$ cat src/rtl/cache_mem_ctrl.sv
// cache_mem_ctrl: icache/dcache responder in front of a single-port RAM, dcache priority,
//   two-word burst lock, starvation guard for icache, latency watchdog into a sticky ERR.
// Latency: grant registered one cycle after a request is seen in IDLE, word done on ram_ready.
// Backpressure: iwait/dwait stay high until the RAM completes; no RAM-side queuing.
// Optional feature macro: MEMCTRL_STATS_EN (d_xfers/i_xfers word counters; tied 0 otherwise).
module cache_mem_ctrl #(
  parameter int LAT_MAX    = 16,
  parameter int STARVE_MAX = 4
) (
  input  logic        CLK,
  input  logic        nRST,
  input  logic        iREN,
  input  logic [31:0] iaddr,
  output logic        iwait,
  output logic [31:0] iload,
  input  logic        dREN,
  input  logic        dWEN,
  input  logic [31:0] daddr,
  input  logic [31:0] dstore,
  output logic        dwait,
  output logic [31:0] dload,
  output logic        ram_REN,
  output logic        ram_WEN,
  output logic [31:0] ram_addr,
  output logic [31:0] ram_store,
  input  logic [31:0] ram_load,
  input  logic        ram_ready,
  output logic        err,
  output logic [15:0] d_xfers,
  output logic [15:0] i_xfers
);

  typedef enum logic [1:0] {IDLE, DSRV, ISRV, ERR} state_t;

  localparam logic [7:0]  STARVE_LIM = 8'(STARVE_MAX);
  localparam logic [15:0] WD_LIM     = 16'(LAT_MAX - 1);

  state_t      state;
  logic        lock;
  logic [7:0]  starve_ct;
  logic [15:0] wd_ct;

  logic d_req;
  logic d_done;
  logic i_done;
  logic force_i;
  logic lock_next;
  logic wd_expire;

  assign d_req  = dREN | dWEN;
  // a completion only counts while the requester is still asking; otherwise the result is dropped
  assign d_done = (state == DSRV) && ram_ready && d_req;
  assign i_done = (state == ISRV) && ram_ready && iREN;

  assign force_i   = (starve_ct == STARVE_LIM) && iREN && !lock;
  // first word of an even/odd pair opens the lock; the following D completion closes it
  assign lock_next = !lock && !daddr[2];
  assign wd_expire = (LAT_MAX != 0) && (wd_ct == WD_LIM);

  // addresses and write data are forwarded from the granted requester, not captured
  assign ram_addr  = (state == DSRV) ? daddr :
                     (state == ISRV) ? iaddr : 32'h0;
  assign ram_store = ((state == DSRV) && ram_WEN) ? dstore : 32'h0;

  assign dwait = !d_done;
  assign iwait = !i_done;
  assign dload = ram_load;
  assign iload = ram_load;

  // arbitration FSM with registered RAM strobes, lock, starvation and watchdog state
  always_ff @(posedge CLK or negedge nRST) begin
    if (!nRST) begin
      state     <= IDLE;
      ram_REN   <= 1'b0;
      ram_WEN   <= 1'b0;
      err       <= 1'b0;
      lock      <= 1'b0;
      starve_ct <= 8'd0;
      wd_ct     <= 16'd0;
    end else begin
      case (state)
        IDLE: begin
          wd_ct <= 16'd0;
          if (force_i) begin
            state   <= ISRV;
            ram_REN <= 1'b1;
          end else if (d_req) begin
            state   <= DSRV;
            ram_WEN <= dWEN;
            ram_REN <= !dWEN;
          end else if (iREN) begin
            state   <= ISRV;
            ram_REN <= 1'b1;
          end
        end
        DSRV, ISRV: begin
          if (ram_ready) begin
            wd_ct <= 16'd0;
            if (d_done && lock_next) begin
              // locked second word is granted straight away, no IDLE gap
              state   <= DSRV;
              ram_WEN <= dWEN;
              ram_REN <= !dWEN;
            end else begin
              state   <= IDLE;
              ram_REN <= 1'b0;
              ram_WEN <= 1'b0;
            end
          end else if (wd_expire) begin
            state   <= ERR;
            err     <= 1'b1;
            ram_REN <= 1'b0;
            ram_WEN <= 1'b0;
          end else begin
            wd_ct <= wd_ct + 16'd1;
          end
        end
        default: begin
          // ERR is terminal until reset
          state   <= ERR;
          ram_REN <= 1'b0;
          ram_WEN <= 1'b0;
        end
      endcase

      if (d_done)
        lock <= lock_next;
      else if (!d_req)
        lock <= 1'b0;

      if (i_done || !iREN)
        starve_ct <= 8'd0;
      else if (d_done && (starve_ct < STARVE_LIM))
        starve_ct <= starve_ct + 8'd1;
    end
  end

`ifdef MEMCTRL_STATS_EN
  logic [15:0] d_ct;
  logic [15:0] i_ct;

  // completed-word counters; no completions occur in ERR so they freeze there
  always_ff @(posedge CLK or negedge nRST) begin
    if (!nRST) begin
      d_ct <= 16'd0;
      i_ct <= 16'd0;
    end else begin
      if (d_done) d_ct <= d_ct + 16'd1;
      if (i_done) i_ct <= i_ct + 16'd1;
    end
  end

  assign d_xfers = d_ct;
  assign i_xfers = i_ct;
`else
  assign d_xfers = 16'h0;
  assign i_xfers = 16'h0;
`endif

endmodule

$ cat config.mk
export PLATFORM = sky130hd
export DESIGN_NAME = cache_mem_ctrl
export DESIGN_NICKNAME = d
export VERILOG_FILES = /design/src/rtl/cache_mem_ctrl.sv
export SDC_FILE = /design/constraint.sdc
export NUM_CORES = 1
export LEC_CHECK = 0
export ABC_AREA = 1
export BUFFER_PORTS_ARGS = -buffer_cell sky130_fd_sc_hd__buf_2
export CORE_MARGIN = 10
export CORE_UTILIZATION = 35
export DETAILED_ROUTE_END_ITERATION = 8
export PLACE_DENSITY_LB_ADDON = 0.15
export SLEW_MARGIN = 30
export SYNTH_ARGS = -nofsm -noshare
export SYNTH_HDL_FRONTEND = slang
export SYNTH_SLANG_ARGS = --single-unit
$ cat constraint.sdc
create_clock -name CLK -period 1.71 [get_ports CLK]
set_input_delay 0.171 -clock CLK [delete_from_list [all_inputs] [get_ports CLK]]
set_output_delay 0.171 -clock CLK [all_outputs]
set_load 0.005 [all_outputs]
After elaboration in Yosys (flattened, before gate mapping)
Cells that the tools add are included.
{"block": "classes", "addsub": 2, "mul": 0, "div_mod_pow": 0, "magnitude_cmp": 1, "n_eq_ne": 10, "shifts": 0, "mux": 29, "bitwise": 2, "n_reduce_logical": 25}
{"cell": "$mux W32", "count": 3}
{"cell": "$mux W16", "count": 2}
{"cell": "$pmux W16 S2", "count": 1}
{"cell": "$add A16 B1 Y16 const B", "count": 1}
{"cell": "$eq A16 B4 Y1 const B", "count": 1}
{"cell": "$mux W8", "count": 2}
{"cell": "$mux W1", "count": 13}
{"cell": "$logic_and A1 B1 Y1", "count": 10}
{"cell": "$mux W2", "count": 5}
{"cell": "$add A8 B1 Y8 const B", "count": 1}
{"cell": "$eq A8 B3 Y1 const B", "count": 1}
{"cell": "$lt A8 B3 Y1 const B", "count": 1}
{"cell": "$logic_not A1 Y1", "count": 6}
{"cell": "$ne A3 B3 Y1 const B", "count": 2}
{"cell": "$reduce_and A3 Y1", "count": 2}
{"cell": "$ne A2 B2 Y1 const B", "count": 2}
{"cell": "$ne A4 B4 Y1 const B", "count": 1}
{"cell": "$pmux W1 S2", "count": 2}
{"cell": "$pmux W2 S2", "count": 1}
{"cell": "$reduce_and A2 Y1", "count": 2}
{"cell": "$reduce_bool A2 Y1", "count": 2}
{"cell": "$eq A2 B1 Y1 const B", "count": 1}
{"cell": "$eq A2 B2 Y1 const B", "count": 1}
{"cell": "$logic_not A2 Y1", "count": 1}
{"cell": "5 further kinds", "count": 5}
{"block": "word_totals", "register_bits": 30, "latch_bits": 0, "ramBits": 0, "rom_bits": 0, "output_inout_bits": 165, "wordCells": 76, "n_memories": 0}

Logic depth before layout (Yosys ltp)
Gate-level depths: netlist (run 1).
{"block": "depth", "word_depth": 7, "mapped_depth": 11, "ltp_nobuf": 10}

Worst setup path after synthesis (run 1)
Ideal clock, no wire load.
{"block": "synth_timing", "path_kind": "register -> register", "start": "register state[0]", "end": "register wd_ct[3]", "t_arrival_ns": 1.542, "required_ns": 1.584, "setup_slack_ns": 0.042, "path_stages_with_launch": 10, "period_less_slack_ns": 1.668, "path_cell_list": "dfrtp_1 -> inv_1 -> ha_1 -> buf_4 -> inv_4 -> nor2_2 -> inv_1 -> o21ai_4 -> buf_6 -> o21ai_0"}
{"block": "synth_between", "elab_chain_len": 4}
{"item": "from (decl)", "line": "38", "text": "state_t state;"}
{"item": "from (signal assigned)", "line": "73", "text": "state <= IDLE;"}
{"item": "from (signal assigned)", "line": "85", "text": "state <= ISRV;"}
{"item": "from (signal assigned)", "line": "88", "text": "state <= DSRV;"}
{"item": "$eq A2 B1 Y1 or $eq A2 B2 Y1 (tied branches)", "line": "81", "text": "case (state)"}
{"item": "$reduce_or A2 Y1", "line": "81"}
{"item": "$ne A3 B3 Y1 (no line) or $reduce_bool A2 Y1 (tied branches)"}
{"item": "$reduce_and A2 Y1 (no line)"}
{"item": "to (signal assigned)", "line": "115", "text": "wd_ct <= wd_ct + 16'd1;"}
{"item": "to (decl)", "line": "41", "text": "logic [15:0] wd_ct;"}
Parallel ways exist; a longest one is shown, timed or not.
A chain may end at the register's enable or synchronous reset.

Worst setup path after layout (run 1)
{"block": "layout_timing", "start": "register state[1]", "end": "output ram_store[19]"}
{"block": "layout_between", "elab_chain_len": 3}
{"item": "$eq A2 B1 Y1", "line": "63", "text": "assign ram_store = ((state == DSRV) && ram_WEN) ? dstore : 32'h0;"}
{"item": "$logic_and A1 B1 Y1", "line": "63"}
{"item": "$mux W32", "line": "63"}
{"item": "to (decl)", "line": "25", "text": "output logic [31:0] ram_store,"}
No other way between the ends.

==> results of run 1 <==
-- power groups by stage --
stage	clock network, W	logic, W	registers [W]
floorplan	0	0.00164	0.000854
global placement	0	0.00257	0.000864
detailed placement	0	0.00259	0.000866
CTS	0.000630	0.00299	0.000850
global route	0.000654	0.00376	0.000865
finish	0.000619	0.00346	0.000856
-- layout make-up --
type	count	area, µm²
fill	941	4800
multi-input combinational	353	1830
timing repair buffer	204	1290
sequential	30	751
inverter	64	245
tap	111	139
clock buffer	7	86.3
clock inverter	1	5.00
-- registers in the layout, summed over array words and instances, names as in the netlist --
| register | flops |
|---|---|
| err | 1 |
| lock | 1 |
| ram_REN | 1 |
| ram_WEN | 1 |
| starve_ct | 8 |
| state | 2 |
| wd_ct | 16 |
-- metrics by stage --
step	power, W	hold slack (ns)
final	0.00494	0.202
after global routing	0.00528	0.247
after global placement	0.00343	0.277
after detailed placement	0.00346	0.274
after floorplan	0.00249	-0.125
after CTS	0.00447	0.193
-- repair_timing --
item	4_1_cts	5_1_grt
endpoints found under the hold margin	30	0
setup buffers	6	3
hold buffers	1	0
gates cloned	2	4
pin swaps	1	3
gates resized for setup	52	29
setup endpoints to repair	81	74
-- worst max-delay path, cell delays in order, from the launching register on --
cell and delay, ns:
dfrtp_1 0.40, inv_2 0.11, ha_4 0.20, nand2_4 0.10, buf_16 0.18, nor2_4 0.16, buf_2 0.14
-- cells by family (layout without fill, tap and decap cells) --
group,count (synthesis),after routing,synth area share [%]
xor+xnor,1,1,0.268
buf+inv,178,276,32.1
other cells,1,32,0.115
flops,30,30,22.9
simple gates,287,287,36.9
compound gates,26,26,4.93
fa+ha+maj,7,7,2.68
-- path summary, 6_finish.rpt --
kind | start | endpoint | slack, ns
worst max-delay path | state[1]$_DFFE_PN0P_ | ram_store[19] | -0.03
worst max register to register | state[1]$_DFFE_PN0P_ | wd_ct[0]$_DFFE_PN0P_ | 0.09
worst min-delay path | daddr[2] | lock$_DFFE_PN0P_ | 0.20
min in group asynchronous | nRST | wd_ct[11]$_DFFE_PN0P_ | 0.48
worst min register to register | starve_ct[7]$_DFFE_PN0P_ | starve_ct[7]$_DFFE_PN0P_ | 0.50
max in group asynchronous | nRST | starve_ct[7]$_DFFE_PN0P_ | 0.76
-- per-layer routing --
metal  vias to the layer above  GRT usage (%)  wire (µm)
li1                       1771              -          -
met1                      1622           26.2       6300
met2                       183           26.9       6460
met3                        34           9.40       2120
met4                         0           4.70        239
met5                         -              0          0
-- cells in the final DEF, fill, tap and decap left out, types with 4 or more instances in the layout --
| cell | netlist | final |
|---|---|---|
| dfrtp_1 | 30 | 30 |
| nor2_2 | 2 | 11 |
| nand2_1 | 142 | 140 |
| o21ai_0 | 10 | 10 |
| or2_2 | 4 | 4 |
| conb_1 | 1 | 32 |
| nor2_4 | 0 | 24 |
| nor2_1 | 63 | 30 |
| inv_1 | 63 | 59 |
| clkbuf_8 | 0 | 6 |
| a21oi_1 | 5 | 5 |
| ha_1 | 7 | 5 |
| buf_6 | 1 | 6 |
| buf_4 | 98 | 19 |
| nand3_1 | 59 | 58 |
| nand4_1 | 11 | 11 |
| buf_2 | 1 | 168 |
| clkbuf_16 | 0 | 4 |
==> results.md, run 1 <==
* Result of the run: finished, violations left
* Violated checks: negative setup slack
* Type of origin of the critical path: flip-flop
* Clk slew on worst S/H paths at ~0.070 ns
* Top cells by instance count after synthesis: 142 x nand2_1, 98 x buf_4, 63 x inv_1, 63 x nor2_1, 59 x nand3_1
* Synth async-reset ratio at 100%
* Total core area at approximately 0.009 mm²
* Most common cell in the netlist: nand2_1
* Count of max-cap constraint violations at 0
* Number of buffers added by the clock tree synthesis step at 5
* Max FO, Critical Path at 14
* Total non-filler cell area in the finished layout at ~0.0044 mm²
* NetSw at ~0.0023 W
* Crit path arrival time at roughly 1.6 ns
* Power per Cell Area at roughly 1100 mW/mm²
* Post-placement cell area at 0.00374 mm²
* Achievable frequency at ~570 MHz
* Least setup slack across all paths after layout at -0.0345 ns
* Cell count of the worst hold path at 4
* Global-route wire length before repair at just over 20000 µm
* Post-Syn Area per Cell at 6.18 µm²
* Setup repair after global routing missed its margin: true
* Insertion delay of the later-clocked pin in the worst-skew pair at 0.28 ns
* Kind of end point of the critical path: output pin
* Number of global-route vias before repair at about 3400
* I/O pin total at 299
* Antenna violations before repair at 0
* Worst setup timing slack at the placement stage at -0.0603 ns
* DR DRC count at 0
* Vias per cell at about 4.7
* Clock tree from TritonCTS: built
* CTS Root Cell: clkbuf_8
* Tightest Hold Check Type: in -> reg
* Portion of the post-synthesis area used by sequential elements at 22.9%
* Relative max-transition margin at 51.1%
* Worst clock skew at about 0.0085 ns
* Remaining number of nets flagged by the antenna check after routing at 0
* Total track usage at between 10% and 20%
* Switching share of power at between 40% and 50%
* Vias after detailed routing at approximately 3600
* Count of TritonRoute iterations in the first routing pass at 4
* EDFF count, synth at 0
* Avg WL per Cell at 19.6 µm
* Top cell type's share of synthesized area at 22.9%
* # placed instances at between 700 and 800
* DRT Wirelength at between 15000 and 20000 µm
* Num Clock Sinks at 30
* Worst path required time at 1.54 ns
* Total count of max-transition violations in the final report at 0
* Post-synthesis cell type with the largest combined area: dfrtp_1
* Initial cell density of the core at a little over a third
* Placement Rows at 35
* Maximum number of pins on one net before global-route repair at 33
* Seq cells post-synth at 30
* Worst ir drop on vdd at roughly 550 µV
* Netlist area before placement at 0.00327 mm²
* Vert. Die Dim at approximately 120 µm
* Final Instance Count excl. Fillers at 770
* Area growth from synthesis to layout at 33.0%
* Distinct cells, synth at 30
* Setup_tns at -0.0799 ns
* H-tree level count at 2
* Util after Layout at about 48%
* Final Net Count at around 800
* Int Pwr at around 0.0026 W
* Flip-flop cell with the highest count after synthesis: dfrtp_1
* Leak at 2.57 nW
* Transition time at the pin with the least slew margin at about 0.73 ns
* Finish-stage setup viols at 9
* WS Path Type: reg -> out
* Detail Placement HPWL at about 12000 µm
* Top area cells in the synthesized netlist: dfrtp_1 23%, buf_4 22%, nand2_1 16%, nand3_1 9.0%, inv_1 7.2%
* Die outline area at 0.0136 mm²
* DRC marker count from the first detailed-route iteration at between 200 and 300
* Fraction of final layout cells sized beyond drive strength 1 at between 40% and 50%
* Routability congestion estimate at 0.900
* Sequential power share at between 15 and 20%
* Final cycle utilization of the critical path at 102%
* Relative contribution of combinational cells to total power at between 70% and 80%
* Number of synthesis warnings at 0
* Minimum period implied by the final worst setup slack at about 1.7 ns
* Total congestion overflow at 0
* Post-synthesis cell count at 530
* Antenna Diode Count at 0
* Number of buffers inserted by port buffering at 170
* Number of buffers on the longest clock path at 2
* Worst reg2reg path depth at 9
* Total count of hold-check failures in the final report at 0
* Horizontal die dimension at approximately 120 µm
* Share of power burned in the clock network at between 10% and 20%
Power figures use the tool's default switching activity.
==> run 2: changes to the inputs <==
- CORE_AREA: default -> 10 10 107 109
- CORE_MARGIN: 10 -> default
- CORE_UTILIZATION: 35 -> default
- DIE_AREA: default -> 0 0 117 119
- PLACE_DENSITY: default -> 0.77
- PLACE_DENSITY_LB_ADDON: 0.15 -> default
- clock period: 1.71 -> 1.8 ns (I/O delays scaled with it)
==> run 2 against run 1 <==
Combinational power decreased by 21%; final area shrank 10%; sequential power decreased by 4.3%; total power fell by 16%; global-route usage decreased by 0.69 points; core utilization fell by 6.3 points; register-to-register slack barely moved; first-iteration DRC count rose by 10%; clock-buffer cell count did not move; sequential share of layout area rose by 2.0 points; the run now ends clean; critical path type unchanged; critical endpoint is now ram_addr[18].
==> results.md, run 2 (synthesized netlist as in run 1, its figures left out) <==
* Result of the run: completed (was finished, violations left)
* I/O pin total at 299 (unchanged)
* Setup repair after global routing missed its margin: true (unchanged)
* Worst reg2reg path depth at 9 (unchanged)
* Power per Cell Area at 1060 mW/mm² (was 1130 mW/mm²)
* Routability congestion estimate at 0.903 (was 0.900)
* Power Total at 0.00415 W (was 0.00494 W)
* Relative max-transition margin at 53.7% (was 51.1%)
* Clock tree from TritonCTS: built (unchanged)
* Number of buffers added by the clock tree synthesis step at 5 (unchanged)
* Avg WL per Cell at 18.5 µm (was 19.6 µm)
* Antenna violations before repair at 0 (unchanged)
* Kind of end point of the critical path: output pin (unchanged)
* Sequential cell area at 751 µm² (unchanged)
* Total congestion overflow at 0 (unchanged)
* Detail Placement HPWL at 11800 µm (was 12300 µm)
* H-tree level count at 2 (unchanged)
* Worst clock skew at 0.00718 ns (was 0.00848 ns)
* Minimum period implied by the final worst setup slack at 1.75 ns
* Commonest non-fill, non-tap cell in the layout: buf_2 (unchanged)
* Vert. Die Dim at 119 µm (was 117 µm)
* Insertion delay of the later-clocked pin in the worst-skew pair at 0.29 ns (was 0.28 ns)
* Total core area at 0.00946 mm² (was 0.00915 mm²)
* Antenna Diode Count at 0 (unchanged)
* DR DRC count at 0 (unchanged)
* Remaining number of nets flagged by the antenna check after routing at 0 (unchanged)
* Number of global-route vias before repair at 3371 (was 3427)
* Register ranked first by flip-flop count: wd_ct (unchanged)
* Registers with the highest flip-flop counts: wd_ct: 16 flops, starve_ct: 8 flops, state: 2 flops (unchanged)
* Crit path arrival time at 1.57 ns (about the same)
* Global-route wire length before repair at 20200 µm (about the same)
* CTS Root Cell: clkbuf_8 (unchanged)
* Worst ir drop on vdd at 432 µV (was 547 µV)
* Maximum number of pins on one net before global-route repair at 33 (unchanged)
* Area growth from synthesis to layout at 19.3% (was 33.0%)
* Num Clock Sinks at 30 (unchanged)
* DRC marker count from the first detailed-route iteration at 318 (was 288)
* Initial cell density of the core at 34.6% (was 35.8%)
* Count of max-cap constraint violations at 0 (unchanged)
* Flip-flop count of the largest register, all copies and words added at 16 (unchanged)
* Multi-input logic area at 0.00163 mm² (was 0.00183 mm²)
* Die outline area at 0.0139 mm² (was 0.0136 mm²)
* Achievable frequency at ~570 MHz
* Final cycle utilization of the critical path at between 90% and 100%
* Count of TritonRoute iterations in the first routing pass at 5 (was 4)
* Leading cell types in the layout, fill and taps excluded: 170 x buf_2, 141 x nand2_1, 62 x inv_1, 62 x nor2_1, 59 x nand3_1 (was 168 x buf_2, 140 x nand2_1, 59 x inv_1)
* Total count of max-transition violations in the final report at 0 (unchanged)
* Worst hold slack after final layout at 0.257 ns (was 0.202 ns)
* Number of buffers inserted by port buffering at 170 (unchanged)
* Transition time at the pin with the least slew margin at 0.695 ns (was 0.733 ns)
* # placed instances at 744 (was 746)
* Total count of hold-check failures in the final report at 0 (unchanged)
* Final Net Count at 783 (was 799)
* WS Path Type: reg -> out (unchanged)
* Final Instance Count excl. Fillers at 757 (was 770)
* Leak at 2.45 nW (was 2.57 nW)
* Worst path required time at 1.62 ns (was 1.54 ns)
* Type of origin of the critical path: flip-flop (unchanged)
* Fraction of final layout cells sized beyond drive strength 1 at 32.7% (was 40.1%)
* Total track usage at 18.7% (was 19.4%)
* Fill count at 1036 (was 941)
* Tightest Hold Check Type: in -> reg (unchanged)
* Cell count of the worst hold path at 4 (unchanged)
* Vias per cell at 4.68 (was 4.69)
* Finish-stage setup viols at 0 (was 9)
* Clk slew on worst S/H paths at 0.07 ns (about the same)
* Horizontal die dimension at 117 µm (about the same)
* Vias after detailed routing at 3542 (was 3610)
* DRT Wirelength at 14000 µm (was 15100 µm)
* Number of buffers on the longest clock path at 2 (unchanged)
* Max FO, Critical Path at 15 (was 14)
* Placement Rows at 36 (was 35)
run 2: changes by cell type in the layout (fill, tap and decap cells not counted), moves of 2 or more:
| cell | delta |
|---|---|
| buf_16 | -2 |
| buf_4 | -8 |
| nor2_1 | +32 |
| inv_2 | -2 |
| nor2_2 | -9 |
| clkbuf_16 | -3 |
| inv_1 | +3 |
| buf_6 | -4 |
| nor2_4 | -23 |
| buf_2 | +2 |
run 2: worst paths after layout:
check,startpoint,to,slack (ns)
worst min register to register,ram_REN$_DFFE_PN0P_,ram_REN$_DFFE_PN0P_,0.49
worst max-delay path,state[0]$_DFFE_PN0P_,ram_addr[18],0.05
min in group asynchronous,nRST,wd_ct[13]$_DFFE_PN0P_,0.47
max in group asynchronous,nRST,starve_ct[5]$_DFFE_PN0P_,0.88
worst max register to register,state[0]$_DFFE_PN0P_,wd_ct[13]$_DFFE_PN0P_,0.09
worst min-delay path,daddr[2],lock$_DFFE_PN0P_,0.26
run 2: per-layer routing:
| metal | up-vias | wire length [µm] | share of wire (%) | global-route usage [%] |
|---|---|---|---|---|
| met3 | 32 | 2380 | 17 | 10.0 |
| met5 | - | 0 | 0 | 0 |
| met1 | 1571 | 5700 | 41 | 25.2 |
| met4 | 0 | 357 | 2.5 | 6.03 |
| met2 | 217 | 5600 | 40 | 24.7 |
| li1 | 1722 | - | - | - |
run 2: worst max-delay path: stages (launching register included):
cell and delay [ns]:
dfrtp_1 0.43, inv_1 0.16, ha_4 0.21, buf_12 0.15, nand3_1 0.08, nand2_1 0.12
buf_2 0.14
run 2: layout make-up:
class | instances | share of cell area [%]
multi-input cells | 353 | 41.7
repair buffers | 188 | 26.9
flip-flops and latches | 30 | 19.2
inverters | 64 | 6.22
well taps | 114 | 3.65
clock buffers | 7 | 2.21
clock inverters | 1 | 0.128
run 2: where the power goes:
part	switching (W)	leakage, nW	internal [W]
registers	0.0000697	0.410	0.000750
logic	0.00161	1.99	0.00114
clock network	0.000275	0.0482	0.000308
total	0.00195	2.45	0.00220
run 2: repair_timing:
item                                   in CTS  in global routing
endpoints found under the hold margin      30                  0
gates cloned                                0                  1
gates resized for setup                     7                  4
hold buffers                                1                  0
pin swaps                                   1                  1
setup buffers                               0                  3
setup endpoints to repair                  61                 76
run 2: through the flow:
stage / worst slack [ns] / cell area [µm²] / setup TNS (ns) / utilization (%)
CTS: 0.00587 / 3830 / 0 / 40.4
detailed placement: 0.0506 / 3700 / 0 / 39.1
global placement: 0.133 / 3700 / 0 / 39.1
finish: 0.0477 / 3910 / 0 / 41.3
global route: -0.0221 / 3910 / -0.0532 / 41.3
floorplan: 0.132 / 3390 / 0 / -
